## src/rtl/bit_serial_subtractor.sv

```systemverilog
// Bit-serial subtractor: computes A - B - Bin one bit per clock, LSB first.
// Define SUB_OVERFLOW_EN to add the signed-overflow output ovf.
module bit_serial_subtractor #(
  parameter int WIDTH = 4
) (
  input  logic             clk,
  input  logic             rst,
  input  logic             start,
  input  logic [WIDTH-1:0] A,
  input  logic [WIDTH-1:0] B,
  input  logic             Bin,
  output logic             busy,
  output logic             done,
  output logic [WIDTH-1:0] D,
  output logic             Bout
`ifdef SUB_OVERFLOW_EN
  ,
  output logic             ovf
`endif
);

  localparam int CW = $clog2(WIDTH);
  localparam logic [CW-1:0] LAST = CW'(WIDTH - 1);

  typedef enum logic [1:0] {
    IDLE,
    SHIFT,
    DONE
  } state_t;

  state_t state, state_nxt;

  logic             accept;
  logic             last;
  logic [WIDTH-1:0] a_sh;
  logic [WIDTH-1:0] b_sh;
  logic [WIDTH-1:0] d_sh;
  logic [WIDTH-1:0] d_full;
  logic [CW-1:0]    cnt;
  logic             br;
  logic             d_bit;
  logic             br_nxt;
`ifdef SUB_OVERFLOW_EN
  logic             a_msb;
  logic             b_msb;
`endif

  always_ff @(posedge clk) begin
    if (rst) state <= IDLE;
    else     state <= state_nxt;
  end

  always_comb begin
    state_nxt = state;
    busy      = 1'b0;
    done      = 1'b0;
    accept    = 1'b0;
    last      = 1'b0;
    case (state)
      IDLE: begin
        if (start) begin
          accept    = 1'b1;
          state_nxt = SHIFT;
        end
      end
      SHIFT: begin
        busy = 1'b1;
        if (cnt == LAST) begin
          last      = 1'b1;
          state_nxt = DONE;
        end
      end
      DONE: begin
        done = 1'b1;
        if (start) begin
          accept    = 1'b1;
          state_nxt = SHIFT;
        end else begin
          state_nxt = IDLE;
        end
      end
      default: state_nxt = IDLE;
    endcase
  end

  // One-bit full subtractor on the current LSBs of the operand shifters.
  assign d_bit  = a_sh[0] ^ b_sh[0] ^ br;
  assign br_nxt = (~a_sh[0] & b_sh[0]) | (~(a_sh[0] ^ b_sh[0]) & br);
  assign d_full = {d_bit, d_sh[WIDTH-1:1]};

  always_ff @(posedge clk) begin
    if (rst) begin
      a_sh  <= '0;
      b_sh  <= '0;
      d_sh  <= '0;
      br    <= 1'b0;
      cnt   <= '0;
      D     <= '0;
      Bout  <= 1'b0;
`ifdef SUB_OVERFLOW_EN
      a_msb <= 1'b0;
      b_msb <= 1'b0;
      ovf   <= 1'b0;
`endif
    end else if (accept) begin
      a_sh  <= A;
      b_sh  <= B;
      br    <= Bin;
      cnt   <= '0;
`ifdef SUB_OVERFLOW_EN
      a_msb <= A[WIDTH-1];
      b_msb <= B[WIDTH-1];
`endif
    end else if (state == SHIFT) begin
      a_sh <= {1'b0, a_sh[WIDTH-1:1]};
      b_sh <= {1'b0, b_sh[WIDTH-1:1]};
      d_sh <= d_full;
      br   <= br_nxt;
      // Counter parks at the last index rather than wrapping.
      if (!last) cnt <= cnt + CW'(1);
      if (last) begin
        D    <= d_full;
        Bout <= br_nxt;
`ifdef SUB_OVERFLOW_EN
        ovf  <= (a_msb != b_msb) & (d_bit != a_msb);
`endif
      end
    end
  end

endmodule

```

## config.mk

```make
export PLATFORM = sky130hd
export DESIGN_NAME = bit_serial_subtractor
export DESIGN_NICKNAME = d
export VERILOG_FILES = /design/src/rtl/bit_serial_subtractor.sv
export SDC_FILE = /design/constraint.sdc
export NUM_CORES = 1
export LEC_CHECK = 0
export CAP_MARGIN = 30
export CORE_MARGIN = 5
export CORE_UTILIZATION = 48
export DETAILED_ROUTE_END_ITERATION = 7
export PLACE_DENSITY = 0.76
export SKIP_LAST_GASP = 1
export SLEW_MARGIN = 5
export SYNTH_ARGS = -nofsm -noshare
export SYNTH_HDL_FRONTEND = slang
export SYNTH_SLANG_ARGS = --single-unit
```

## constraint.sdc

```tcl
create_clock -name clk -period 1.77 [get_ports clk]
set_input_delay 0.177 -clock clk [delete_from_list [all_inputs] [get_ports clk]]
set_output_delay 0.177 -clock clk [all_outputs]
set_load 0.01 [all_outputs]
```

==> After elaboration in Yosys (flattened, before gate mapping) <==
Cells that the tools add are included.
{ "totals": {"reg_bits": 22} }
{ "op_classes": {"n_addsub": 1, "n_eq_ne": 5, "mux": 16, "bitwise_logic": 9, "n_reduce_logical": 8} }
{ "op_table": {"columns": ["cell", "n"], "rows": [
  ["4-bit two-way mux", 4],
  ["1-bit two-way mux", 9],
  ["2-bit one-hot mux with 3 select lines", 1],
  ["2-bit AND reduction", 3],
  ["2-bit == test (second input constant)", 2],
  ["2-bit two-way mux", 2],
  ["2-bit != test (second input constant)", 2],
  ["1-bit NOT", 4],
  ["2-bit OR reduction", 2],
  ["3-bit AND reduction", 1],
  ["2-bit by 1-bit adder with 2-bit output (second input constant)", 1],
  ["1-bit AND", 2],
  ["2-bit by 1-bit == test with 1-bit output (second input constant)", 1],
  ["2-bit zero test", 1],
  ["2-bit nonzero test", 1],
  ["1-bit bitwise XOR", 2],
  ["1-bit bitwise OR", 1]
]} }

==> Depth between registers and ports, before layout <==
{ "logic_depth": {"ltp_word": 6, "ltp_mapped": 5} }

==> Worst setup path after synthesis <==
No wires, ideal clock.
{ "synth_timing": {"kind": "reg-to-reg", "startpoint": "register cnt[0]", "endpoint": "register cnt[1]", "t_arrival_ps": 1139, "required_time_ps": 1634, "slack_ps": 495, "path_stages_with_launch": 6, "n_path_buf": 1, "synth_period_minus_slack_ps": 1275, "cell_sequence": "dfxtp_1 > ha_1 > buf_2 > nor3b_4 > mux2i_1 > nor3_2"} }
{ "synth_via": {"elab_chain_len": 5} }
{ "synth_rtl": {"columns": ["element", "line", "rtl"], "rows": [
  ["start, declared", "39", "logic [CW-1:0] cnt;"],
  ["start signal, assigned", "120", "if (!last) cnt <= cnt + CW'(1);"],
  ["2-bit == test", "68", "if (cnt == LAST) begin"],
  ["1-bit two-way mux", "68", null],
  ["1-bit two-way mux", "59", "case (state)"],
  ["1-bit NOT (no line)", null, null],
  ["2-bit AND reduction (no line)", null, null]
]} }
Several ways; a longest one is shown, not always the timed one.
A chain may end at the register's enable or synchronous reset.

==> Worst setup path in the final report <==
{ "layout_timing": {"startpoint": "register state[1]", "endpoint": "output done"} }
{ "layout_via": {"elab_chain_len": 2} }
{ "layout_rtl": {"columns": ["element", "line", "rtl"], "rows": [
  ["start, declared", "31", "state_t state, state_nxt;"],
  ["start signal, assigned", "50", "else state <= state_nxt;"],
  ["2-bit == test", "59", null],
  ["1-bit two-way mux", "59", null],
  ["end, declared", "13", "output logic done,"]
]} }
No other way between the ends.

==> flow_metrics.tcl <==
set metrics [dict create \
    outcome "complete, no violations" \
    multi_input_area_um2 432 \
    cp_data_required_time_ns 1.59 \
    final_common_cell "dfxtp_1" \
    worstMarginPinSlew_ns 0.485 \
    syn_avg_cell_area_um2 9.51 \
    gp_congestion 0.727 \
    floorplan.initialDensity 0.518 \
    setup-violations-final 0 \
    diodes 0 \
    grt_max_degree 22 \
    yosysUniqueCellTypes 29 \
    rsz0062_at_grt "false" \
    antenna_found_initial 0 \
    path_max_fanout 4 \
    die_w_um 53.6 \
    cts.sinks 21 \
    fmax_ghz 0.636 \
    cts_setup_buffers 0 \
    synth_top_area_frac 0.460 \
    grt_pass1_vias 662 \
    crit_path_cell_trace "and2b_1 -> clkdlybuf4s50_1" \
    drt_iter0_markers 11 \
    dpl.hpwl_um 1220 \
    drive_above_1_share 0.159 \
    drt-vias-per-instance 5.05 \
    layout.nets 128 \
    vias 697 \
    routedWlPerCell_um 12.3 \
    cts-root-buf "clkbuf_4" \
    startpoint_type "flop" \
    power_density_mw_per_mm2 792 \
    postCtsHoldBufs 0 \
    num_io_pins 19 \
    die_h_um 53.6 \
    globalRouteTotalUtil 0.147 \
    dieArea_mm2 0.00288 \
    drc 0 \
    clk_pin_slew_ns 0.11 \
    cts_htree_levels 1 \
    worstReg2RegStart "cnt[0]$_SDFFE_PP0P_" \
    worst_clock_skew_ns 0.00221 \
    endpoint_kind "output port" \
    r2r_end "cnt[1]$_SDFFE_PP0P_" \
    rrSetupSlack_ns 0.44 \
    period_minus_slack_ns 1.57 \
    cp_slowest_cell "clkdlybuf4s50_1" \
    leakagePower_nw 0.390 \
    regArea_um2 422 \
    grt_pass1_wl_um 2970 \
    holdPathEnd "a_sh[3]$_SDFFE_PP0P_" \
    report.final.hold_viol_count 0 \
    hp-start "A[3]" \
    antenna_left 0 \
    ys_seq_area_frac 0.460 \
    layoutNonFillerInstCount 138 \
    slew_headroom 0.677 \
    cap_violations 0 \
    cts_buffer_depth 2 \
    drv_slew 0 \
    r2r_cells 4 \
    dpl.cell_count 134 \
    setup_tns_ns 0 \
    gr-total-overflow 0 \
    drt-total-wl_um 1700 \
    clkLatencyLatePin_ns 0.31 \
    synth.cell_area_um2 913 \
    cpPeakStageDelay_ns 0.52 \
    cts_buffers 3 \
    portBuffers 18 \
    num_rows 15 \
    yosys_warnings 0 \
    synth_nets 110 \
    path_class "flop to output port" \
    arrival_ns 1.40 \
    final_cell_mix "dfxtp_1 (20), clkdlybuf4s50_1 (17), nand2_1 (15)" \
    dr.pass1.iters 4 \
    cts_tree "built" \
    hold_path.class "input pin to flop" \
    synthCells 96 \
    synth_area_leaders "dfxtp_1 (46%), a21oi_1 (6.6%), nand2_1 (6.2%), a311oi_2 (4.9%), nand3_1 (4.4%)" \
    min_path_cells 3 \
    peakVddDrop_v 0.000622 \
    post-route-period-util 0.889 \
    ys_ff_latch 21 \
    yosysTopAreaCell "dfxtp_1" \
    fillerInstances 168 \
    coreArea_mm2 0.00176 \
    syn2layout_area_growth_pct 22.9 \
]
## state kept, by name, summed over array words and instances (netlist names)
register  flops
Bout          1
D             4
cnt           2
a_sh          4
br            1
b_sh          4
state         2
d_sh          3
## timing repair
item / 4_1_cts / 5_1_grt
setup endpoints to repair: 1 / 0
hold endpoints to repair: 0 / 0
gates resized for setup: 3 / 0
## metrics by stage
stage	utilization	power (W)	instance area [um2]	hold slack, ns	setup slack [ns]
floorplan	-	0.000624	913	0.249	0.495
global placement	0.619	0.000662	1090	0.445	0.298
detailed placement	0.619	0.000665	1090	0.448	0.263
CTS	0.636	0.000906	1120	0.380	0.177
global route	0.636	0.000943	1120	0.407	0.117
finish	0.636	0.000889	1120	0.394	0.197
## metal layers
metal | global-route usage | vias to the layer above | wire (um)
li1 | - | 367 | -
met1 | 0.179 | 312 | 788
met2 | 0.233 | 16 | 795
met3 | 0.0609 | 2 | 100
met4 | 0.0511 | 0 | 19
met5 | 0 | - | 0
## worst max-delay path, delay by kind of cell, from the launching register on
family,cells,cell delay (ns)
buf+inv,1,0.52
flops,1,0.42
simple gates,1,0.14
## power by group
group / switching [W] / internal, W / total (W)
Combinational: 0.0000733 / 0.0000698 / 0.000143
Clock: 0.000150 / 0.0000848 / 0.000235
Sequential: 0.0000147 / 0.000496 / 0.000511
Total: 0.000238 / 0.000651 / 0.000889
## Yosys cell counts
library cell,n
ha_1,1
nand2b_4,1
nand2_1,15
clkbuf_1,2
buf_2,2
inv_1,2
inv_4,1
nor2_1,3
and2b_1,1
a21oi_1,12
dfxtp_1,21
a311oi_1,1
nand3b_1,1
mux2i_1,2
nor2b_1,1
nor2_2,2
buf_4,1
buf_6,2
nor3_1,2
fa_1,1
o22ai_1,2
a311oi_2,3
a22oi_1,2
nor3b_4,1
nor3_2,3
xnor2_1,1
a2bb2oi_1,1
nand3_1,8
nand2b_1,1
## layout make-up
class	count	share of cell area
clock buffers	3	0.0201
flip-flops and latches	21	0.376
well taps	25	0.0279
multi-input cells	65	0.385
inverters	3	0.0145
clock inverters	1	0.00446
repair buffers	20	0.173
## worst max path at each step
stage	startpoint	endpoint	slack [ns]	cells after the start
global route	state[1]$_SDFFE_PP0P_	done	0.12	2
finish	state[1]$_SDFFE_PP0P_	done	0.20	2
detailed placement	state[0]$_SDFFE_PP0P_	busy	0.26	3
floorplan	cnt[0]$_SDFFE_PP0P_	cnt[1]$_SDFFE_PP0P_	0.49	5
CTS	state[1]$_SDFFE_PP0P_	done	0.18	2
global placement	state[0]$_SDFFE_PP0P_	busy	0.30	3
## logic make-up (layout without fill, tap and decap cells)
kind of cell | count (synthesis) | after routing | share of synthesized area
adders and majority gates | 2 | 2 | 0.0356
buffers and inverters | 10 | 27 | 0.0671
muxes | 2 | 2 | 0.0219
xor gates and xnor gates | 1 | 1 | 0.00959
AOI/OAI and AO/OA | 21 | 21 | 0.164
and+or+nand+nor | 39 | 39 | 0.241
DFF | 21 | 21 | 0.460
No activity file was read; power rests on OpenSTA's default activity.
